File: config.mk
export PLATFORM = sky130hd
export DESIGN_NAME = axis_to_vector
export DESIGN_NICKNAME = d
export VERILOG_FILES = /design/src/rtl/axis_to_vector.sv
export SDC_FILE = /design/constraint.sdc
export NUM_CORES = 1
export LEC_CHECK = 0
export BUFFER_PORTS_ARGS = -buffer_cell sky130_fd_sc_hd__buf_2
export CORE_ASPECT_RATIO = 1.1
export CORE_UTILIZATION = 53
export DETAILED_ROUTE_END_ITERATION = 8
export PLACE_DENSITY = 0.86
export RECOVER_POWER = 25
export SYNTH_ARGS = -nofsm -noshare
export SYNTH_HDL_FRONTEND = slang
export SYNTH_SLANG_ARGS = --single-unit
export TNS_END_PERCENT = 100
File: constraint.sdc
create_clock -name clk -period 1.6 [get_ports clk]
set_input_delay 0.4 -clock clk [delete_from_list [all_inputs] [get_ports clk]]
set_output_delay 0.4 -clock clk [all_outputs]
set_load 0.02 [all_outputs]
File: src/rtl/axis_to_vector.sv
// AXI-Stream to parallel vector: assembles N = VEC_BYTES/AXIS_BYTES beats into one
// vector, publishes it only on a well-formed frame, and flags short/long frames.

module axis_to_vector_slot #(
  parameter int W = 8
) (
  input  logic         clk,
  input  logic         sresetn,
  input  logic         we,
  input  logic [W-1:0] d,
  output logic [W-1:0] q,
  output logic [W-1:0] q_nxt
);
  // q_nxt lets the top publish a frame on the same edge its last beat lands
  assign q_nxt = we ? d : q;

  always_ff @(posedge clk or negedge sresetn) begin
    if (!sresetn) q <= '0;
    else if (we)  q <= d;
  end
endmodule

module axis_to_vector #(
  parameter int VEC_BYTES  = 2,
  parameter int AXIS_BYTES = 1,
  parameter int MSB_FIRST  = 0
) (
  input  logic                    clk,
  input  logic                    sresetn,
  input  logic [AXIS_BYTES*8-1:0] axis_tdata,
  input  logic [AXIS_BYTES-1:0]   axis_tkeep,
  input  logic                    axis_tlast,
  input  logic                    axis_tvalid,
  output logic                    axis_tready,
  output logic [VEC_BYTES*8-1:0]  vec,
  output logic                    vec_valid,
  output logic                    frame_err
);
  localparam int N  = VEC_BYTES / AXIS_BYTES;
  localparam int SW = AXIS_BYTES * 8;
  localparam int CW = (N > 1) ? $clog2(N) : 1;
  localparam logic [CW-1:0] CTR_INIT = (MSB_FIRST != 0) ? CW'(N-1) : '0;
  localparam logic [CW-1:0] CTR_LAST = (MSB_FIRST != 0) ? '0 : CW'(N-1);

  generate
    if ((VEC_BYTES % AXIS_BYTES) != 0 || N < 1) begin : g_bad_params
      $error("axis_to_vector: VEC_BYTES must be a nonzero multiple of AXIS_BYTES");
    end
  endgenerate

  typedef enum logic {ASSEMBLE, DISCARD} state_t;

  state_t              state, state_nxt;
  logic [CW-1:0]       ctr, ctr_nxt;
  logic                accept, at_last, wr_en, done, err;
  logic [N-1:0][SW-1:0] asm_q, asm_nxt;
  logic                unused_keep;

  // tkeep is defined as all-ones by the source; it carries no information here
  assign unused_keep = ^axis_tkeep;

  assign accept  = axis_tvalid & axis_tready;
  assign at_last = (ctr == CTR_LAST);

  always_comb begin
    state_nxt = state;
    ctr_nxt   = ctr;
    wr_en     = 1'b0;
    done      = 1'b0;
    err       = 1'b0;
    if (accept) begin
      case (state)
        ASSEMBLE: begin
          wr_en = 1'b1;
          if (axis_tlast) begin
            ctr_nxt = CTR_INIT;
            if (at_last) done = 1'b1;
            else         err  = 1'b1;
          end else if (at_last) begin
            ctr_nxt   = CTR_INIT;
            err       = 1'b1;
            state_nxt = DISCARD;
          end else begin
            ctr_nxt = (MSB_FIRST != 0) ? ctr - CW'(1) : ctr + CW'(1);
          end
        end
        DISCARD: begin
          // stay silent until the oversized frame finally ends
          if (axis_tlast) begin
            state_nxt = ASSEMBLE;
            ctr_nxt   = CTR_INIT;
          end
        end
        default: state_nxt = ASSEMBLE;
      endcase
    end
  end

  genvar i;
  generate
    for (i = 0; i < N; i++) begin : g_slot
      axis_to_vector_slot #(.W(SW)) u_slot (
        .clk     (clk),
        .sresetn (sresetn),
        .we      (wr_en && (ctr == CW'(i))),
        .d       (axis_tdata),
        .q       (asm_q[i]),
        .q_nxt   (asm_nxt[i])
      );
    end
  endgenerate

  always_ff @(posedge clk or negedge sresetn) begin
    if (!sresetn) begin
      state       <= ASSEMBLE;
      ctr         <= CTR_INIT;
      axis_tready <= 1'b0;
      vec         <= '0;
      vec_valid   <= 1'b0;
      frame_err   <= 1'b0;
    end else begin
      state       <= state_nxt;
      ctr         <= ctr_nxt;
      axis_tready <= 1'b1;
      vec_valid   <= done;
      frame_err   <= err;
      if (done) vec <= asm_nxt;
    end
  end
endmodule

==> qor.txt, run 1 <==
Setup Viol. Count Final = 0
min Tclk post-route = 1400 ps
DR WL/cell = 13.9 microns
GPL Wtd Cong = 0.747
Initial DRT Pass Iterations = 4
Hold WS = 316 ps
fmax = 0.712 GHz
share of the synthesized area in the top cell type = 59.0%
total CTS buffers = 5
final number of max-transition violations = 0
# DRC = 0
worst endpoint required time = 1830 ps
Pleak = 0.935 nW
fin cells = 197
Avg Synthesized Cell Area = 12.7 sq um
Starting Density = 56.0%
Post-Syn Nets = 140
nets = 179
setup_tns = 0 ps
Final period util = 87.8%
row cnt = 20
cells after synthesis = 124
Global Route Usage Sum = 21.9%
pin count of the biggest net entering global routing = 20
vias in the first global route = 1053
crit-path max FO = 8
met3 Use GR = 5.90%
Clk pin slew, worst setup/hold paths = 100 ps
hpwl dp = 2000 microns
Worst Setup SP = state
I/O pin count = 32
top cells by area, synth = dfrtp_1, mux2_2, mux2i_1, o21ai_0, nand2_1
FF+latch count, synth = 37
# port buffers = 30
Worst-Skew Late Latency = 340 ps
Post-CTS Resized = 0
Power Dens Cells = 1810 nW/um^2
reg-to-reg startpoint = state
number of max-cap violations = 0
root buffer cell = clkbuf_4
area of the multi-input gates = 601 sq um
placed instance area = 1790 sq um
dpl ws = 136 ps
P&R area growth vs syn = 19.8%
Die ar. = 3180 sq um
RSZ-0062 raised after global routing = no
ys async rst share = 100%
GR Overflow Total = 0
Synth Warn # = 0
H-tree depth = 2
crit path DAT = 1630 ps
# diodes = 0
top post-synthesis cells by count = dfrtp_1, nand2_1, o21ai_0, mux2_2, mux2i_1
status = finished clean
register area share after synthesis = 59.0%
Post-DRT Antenna Nets = 0
die extent in x = 53.9 microns
Max Root-Sink Buffers = 2
Cell Area, Synth = 1570 sq um
total clock sinks = 37
Via density = 5.31
dominant synthesized flop cell = dfrtp_1
initial DRC count = 12
fraction of layout cells with a size suffix above 1 = 37.2%
final hold violation count = 0
core box area = 2800 sq um
via count = 1047
post-route setup slack = 196 ps
initial antenna violation count = 0
Max VDD drop = 1.18 mV
busiest grt layer = met2
crit end category = flop
Netlist cell types = 20
Register Area = 926 sq um
r2r setup slk = 200 ps
met1 Use GR = 25.2%
design area = 1880 sq um
crit path launch type = flop
first-pass GRT wire length = 4700 microns
CTS tree = yes
placed cells = 188
Routed WL = 2740 microns
HP Start = axis_tlast
worst clock skew = 8.34 ps
number of synthesized flops with an enable pin = 0
Layout fillers = 218
die extent in y = 59.1 microns
worst min path class = input pin to flop
most instantiated library cell after synthesis = dfrtp_1
grt met2 use = 34.6%
critical path type = flop to flop
Synth area leader = dfrtp_1
[power by group]
group          switching [mW]  internal [mW]  total, mW  leakage (nW)
clock                   0.293          0.373      0.666        0.0455
sequential              0.229           1.33       1.56         0.463
combinational           0.622          0.550       1.17         0.426
[timing repair]
item | 4_1_cts | 5_1_grt
buffers inserted | 0 | 0
hold buffers | 1 | 0
hold endpoints to repair | 18 | 0
[layout by cell type, fill, tap and decap left out, types with 3 or more instances in the layout]
master     n
mux2_2    16
mux2i_1   16
dfrtp_1   37
buf_4      5
buf_2     29
nand2_1   18
ha_1       3
o21ai_0   17
inv_1      3
clkbuf_4   5
[kinds of logic after synthesis]
| kind of cell | after synthesis | synth area share (%) |
|---|---|---|
| DFF | 37 | 59.0 |
| muxes | 32 | 21.7 |
| and+or+nand+nor | 23 | 7.25 |
| AOI/OAI and AO/OA | 20 | 6.69 |
| buffers and inverters | 8 | 2.79 |
| adders and majority gates | 3 | 2.39 |
| other | 1 | 0.239 |
[path summary, 6_finish.rpt]
| check | end | depth (start not counted) |
|---|---|---|
| worst min-delay path | state | 2 |
| worst min register to register | vec[6] | 2 |
| max in group asynchronous | at_last | 3 |
| worst max-delay path | g_slot[1].u_slot.q[4] | 3 |
| min in group asynchronous | g_slot[0].u_slot.q[7] | 2 |
| worst max register to register | g_slot[1].u_slot.q[4] | 3 |
[sequential cells by signal (all words and copies together) (netlist names)]
register / count
g_slot.u_slot.q: 16
vec: 16
at_last: 1
axis_tready: 1
frame_err: 1
state: 1
vec_valid: 1
[layout make-up]
cell class                 count  share of cell area, %
inverter                       3                  0.598
clock buffer                   7                   2.93
clock inverter                 1                   1.60
tap                           33                   2.19
timing repair buffer          37                   11.6
multi-input combinational     79                   31.9
sequential                    37                   49.2
[routing by layer]
metal / routed length, microns / share of wire, %
met4: 65 / 2.4
met1: 1140 / 41
met3: 131 / 4.8
met2: 1410 / 51
met5: 0 / 0
[through the flow]
| step | util [%] | total power, mW |
|---|---|---|
| after detailed placement | 63.7 | 2.76 |
| after CTS | 67.1 | 3.44 |
| final | 67.1 | 3.40 |
| after global routing | 67.1 | 3.62 |
| after floorplan | - | 2.39 |
| after global placement | 63.7 | 2.68 |
[critical path, cell delays in order (launching register included)]
cell	delay (ps)
dfrtp_1	480
and3b_1	240
nand2_2	210
mux2_2	370
Power figures use the tool's default switching activity.
==> run 2, diff against run 1 <==
--- a/config.mk
+++ b/config.mk
@@ -7,9 +7,9 @@
 export LEC_CHECK = 0
 export BUFFER_PORTS_ARGS = -buffer_cell sky130_fd_sc_hd__buf_2
 export CORE_ASPECT_RATIO = 1.1
-export CORE_UTILIZATION = 53
+export CORE_UTILIZATION = 50
 export DETAILED_ROUTE_END_ITERATION = 8
-export PLACE_DENSITY = 0.86
+export PLACE_DENSITY = 0.83
 export RECOVER_POWER = 25
 export SYNTH_ARGS = -nofsm -noshare
 export SYNTH_HDL_FRONTEND = slang
==> qor.txt, run 2 (synthesis results as in run 1) <==
root buffer cell = clkbuf_4
RSZ-0062 raised after global routing = no
worst endpoint required time = 1830 ps
# diodes = 0
final number of max-transition violations = 0
Worst-Skew Late Latency = 340 ps
Max VDD drop = 1.16 mV
core box area = 2880 sq um
die extent in y = 60.8 microns
fin cells = 196
combinational share of power = 34.7%
Post-DRT Antenna Nets = 0
Pleak = 0.926 nW
pin count of the biggest net entering global routing = 38
fraction of layout cells with a size suffix above 1 = 37.4%
Setup Viol. Count Final = 0
CTS tree = yes
Die ar. = 3370 sq um
via count = 1027
number of setup buffers added after CTS = 0
status = finished clean
Clk pwr share = 19.6%
Routed WL = 2810 microns
slew margin rel. = 40.6%
crit path launch type = flop
Starting Density = 54.6%
crit path DAT = 1650 ps
DR WL/cell = 14.3 microns
Via density = 5.24
Pwr Total = 3.42 mW
Seq pwr share = 45.7%
Top Registers = g_slot.u_slot.q x16, vec x16
fmax = 0.704 GHz
H-tree depth = 2
number of max-cap violations = 0
initial antenna violation count = 0
critical path type = flop to flop
Final period util = 88.7%
Core Util, Final = 64.5%
leading cell type in the layout, fill and taps excluded = dfrtp_1
Power Internal = 2.25 mW
GPL Wtd Cong = 0.733
vias in the first global route = 1047
Slew @ Worst Pin = 890 ps
cts hold-fix bufs = 0
Global Route Usage Sum = 19.2%
die extent in x = 55.4 microns
# DRC = 0
worst min path class = input pin to async pin
Hold WS = 244 ps
placed cells = 188
worst clock skew = 8.70 ps
I/O pin count = 32
Max Root-Sink Buffers = 2
hpwl dp = 1950 microns
row cnt = 20
post-route setup slack = 180 ps
Clk pin slew, worst setup/hold paths = 110 ps
GR Overflow Total = 0
P&R area growth vs syn = 18.2%
min Tclk post-route = 1420 ps
setup_tns = 0 ps
crit-path max FO = 8
placed instance area = 1770 sq um
Net Sw Frac = 34.3%
crit end category = flop
total clock sinks = 37
Initial DRT Pass Iterations = 4
initial DRC count = 27
first-pass GRT wire length = 4690 microns
Power Dens Cells = 1840 nW/um^2
Switch Pwr = 1.17 mW
commonest cells after routing, fill and taps aside = dfrtp_1, buf_2, nand2_1
final hold violation count = 0
dpl ws = 158 ps
Post-CTS Resized = 0
# port buffers = 30
Layout fillers = 237
nets = 178
design area = 1860 sq um
total CTS buffers = 5
[run 2: cell types whose count changed in the layout (fill, tap and decap cells not counted)]
| cell | change |
|---|---|
| buf_12 | -1 |
| buf_2 | +1 |
| dlygate4sd3_1 | -1 |
[run 2: power by group through the flow]
stage	clock network [mW]	logic, mW	registers (mW)
global placement	0	1.14	1.55
finish	0.670	1.19	1.56
detailed placement	0	1.19	1.58
floorplan	0	0.640	1.75
global route	0.724	1.30	1.61
CTS	0.691	1.20	1.57
[run 2: final timing paths]
| path | cells past startpoint | from | slack (ps) | end |
|---|---|---|---|---|
| worst max-delay path | 3 | state | 180 | g_slot[1].u_slot.q[4] |
| worst min-delay path | 2 | sresetn | 240 | vec_valid |
| worst max register to register | 3 | state | 180 | g_slot[1].u_slot.q[4] |
| worst min register to register | 2 | vec[12] | 480 | vec[12] |
| max in group asynchronous | 2 | sresetn | 810 | axis_tready |
| min in group clk | 2 | axis_tlast | 300 | state |
[run 2: cell type report]
cell class	count	area [sq um]	area share (%)
inverters	3	11.3	0.606
clock inverters	1	30.0	1.62
clock buffers	7	55.1	2.96
repair buffers	36	193	10.4
multi-input cells	79	601	32.3
flip-flops and latches	37	926	49.9
well taps	33	41.3	2.22
[run 2: worst max-delay path, stage by stage, from the launching register on]
cell     delay, ps
dfrtp_1        490
and3b_1        250
nand2_2        210
mux2_2         370
[run 2: per-layer routing]
metal  part of all wire (%)  GRT usage (%)  vias to the layer above
met5                      0              0                        -
met4                    2.0           10.0                        0
met3                    4.1           5.97                        6
met2                     52           35.1                       21
met1                     42           20.4                      494
li1                       -              -                      506
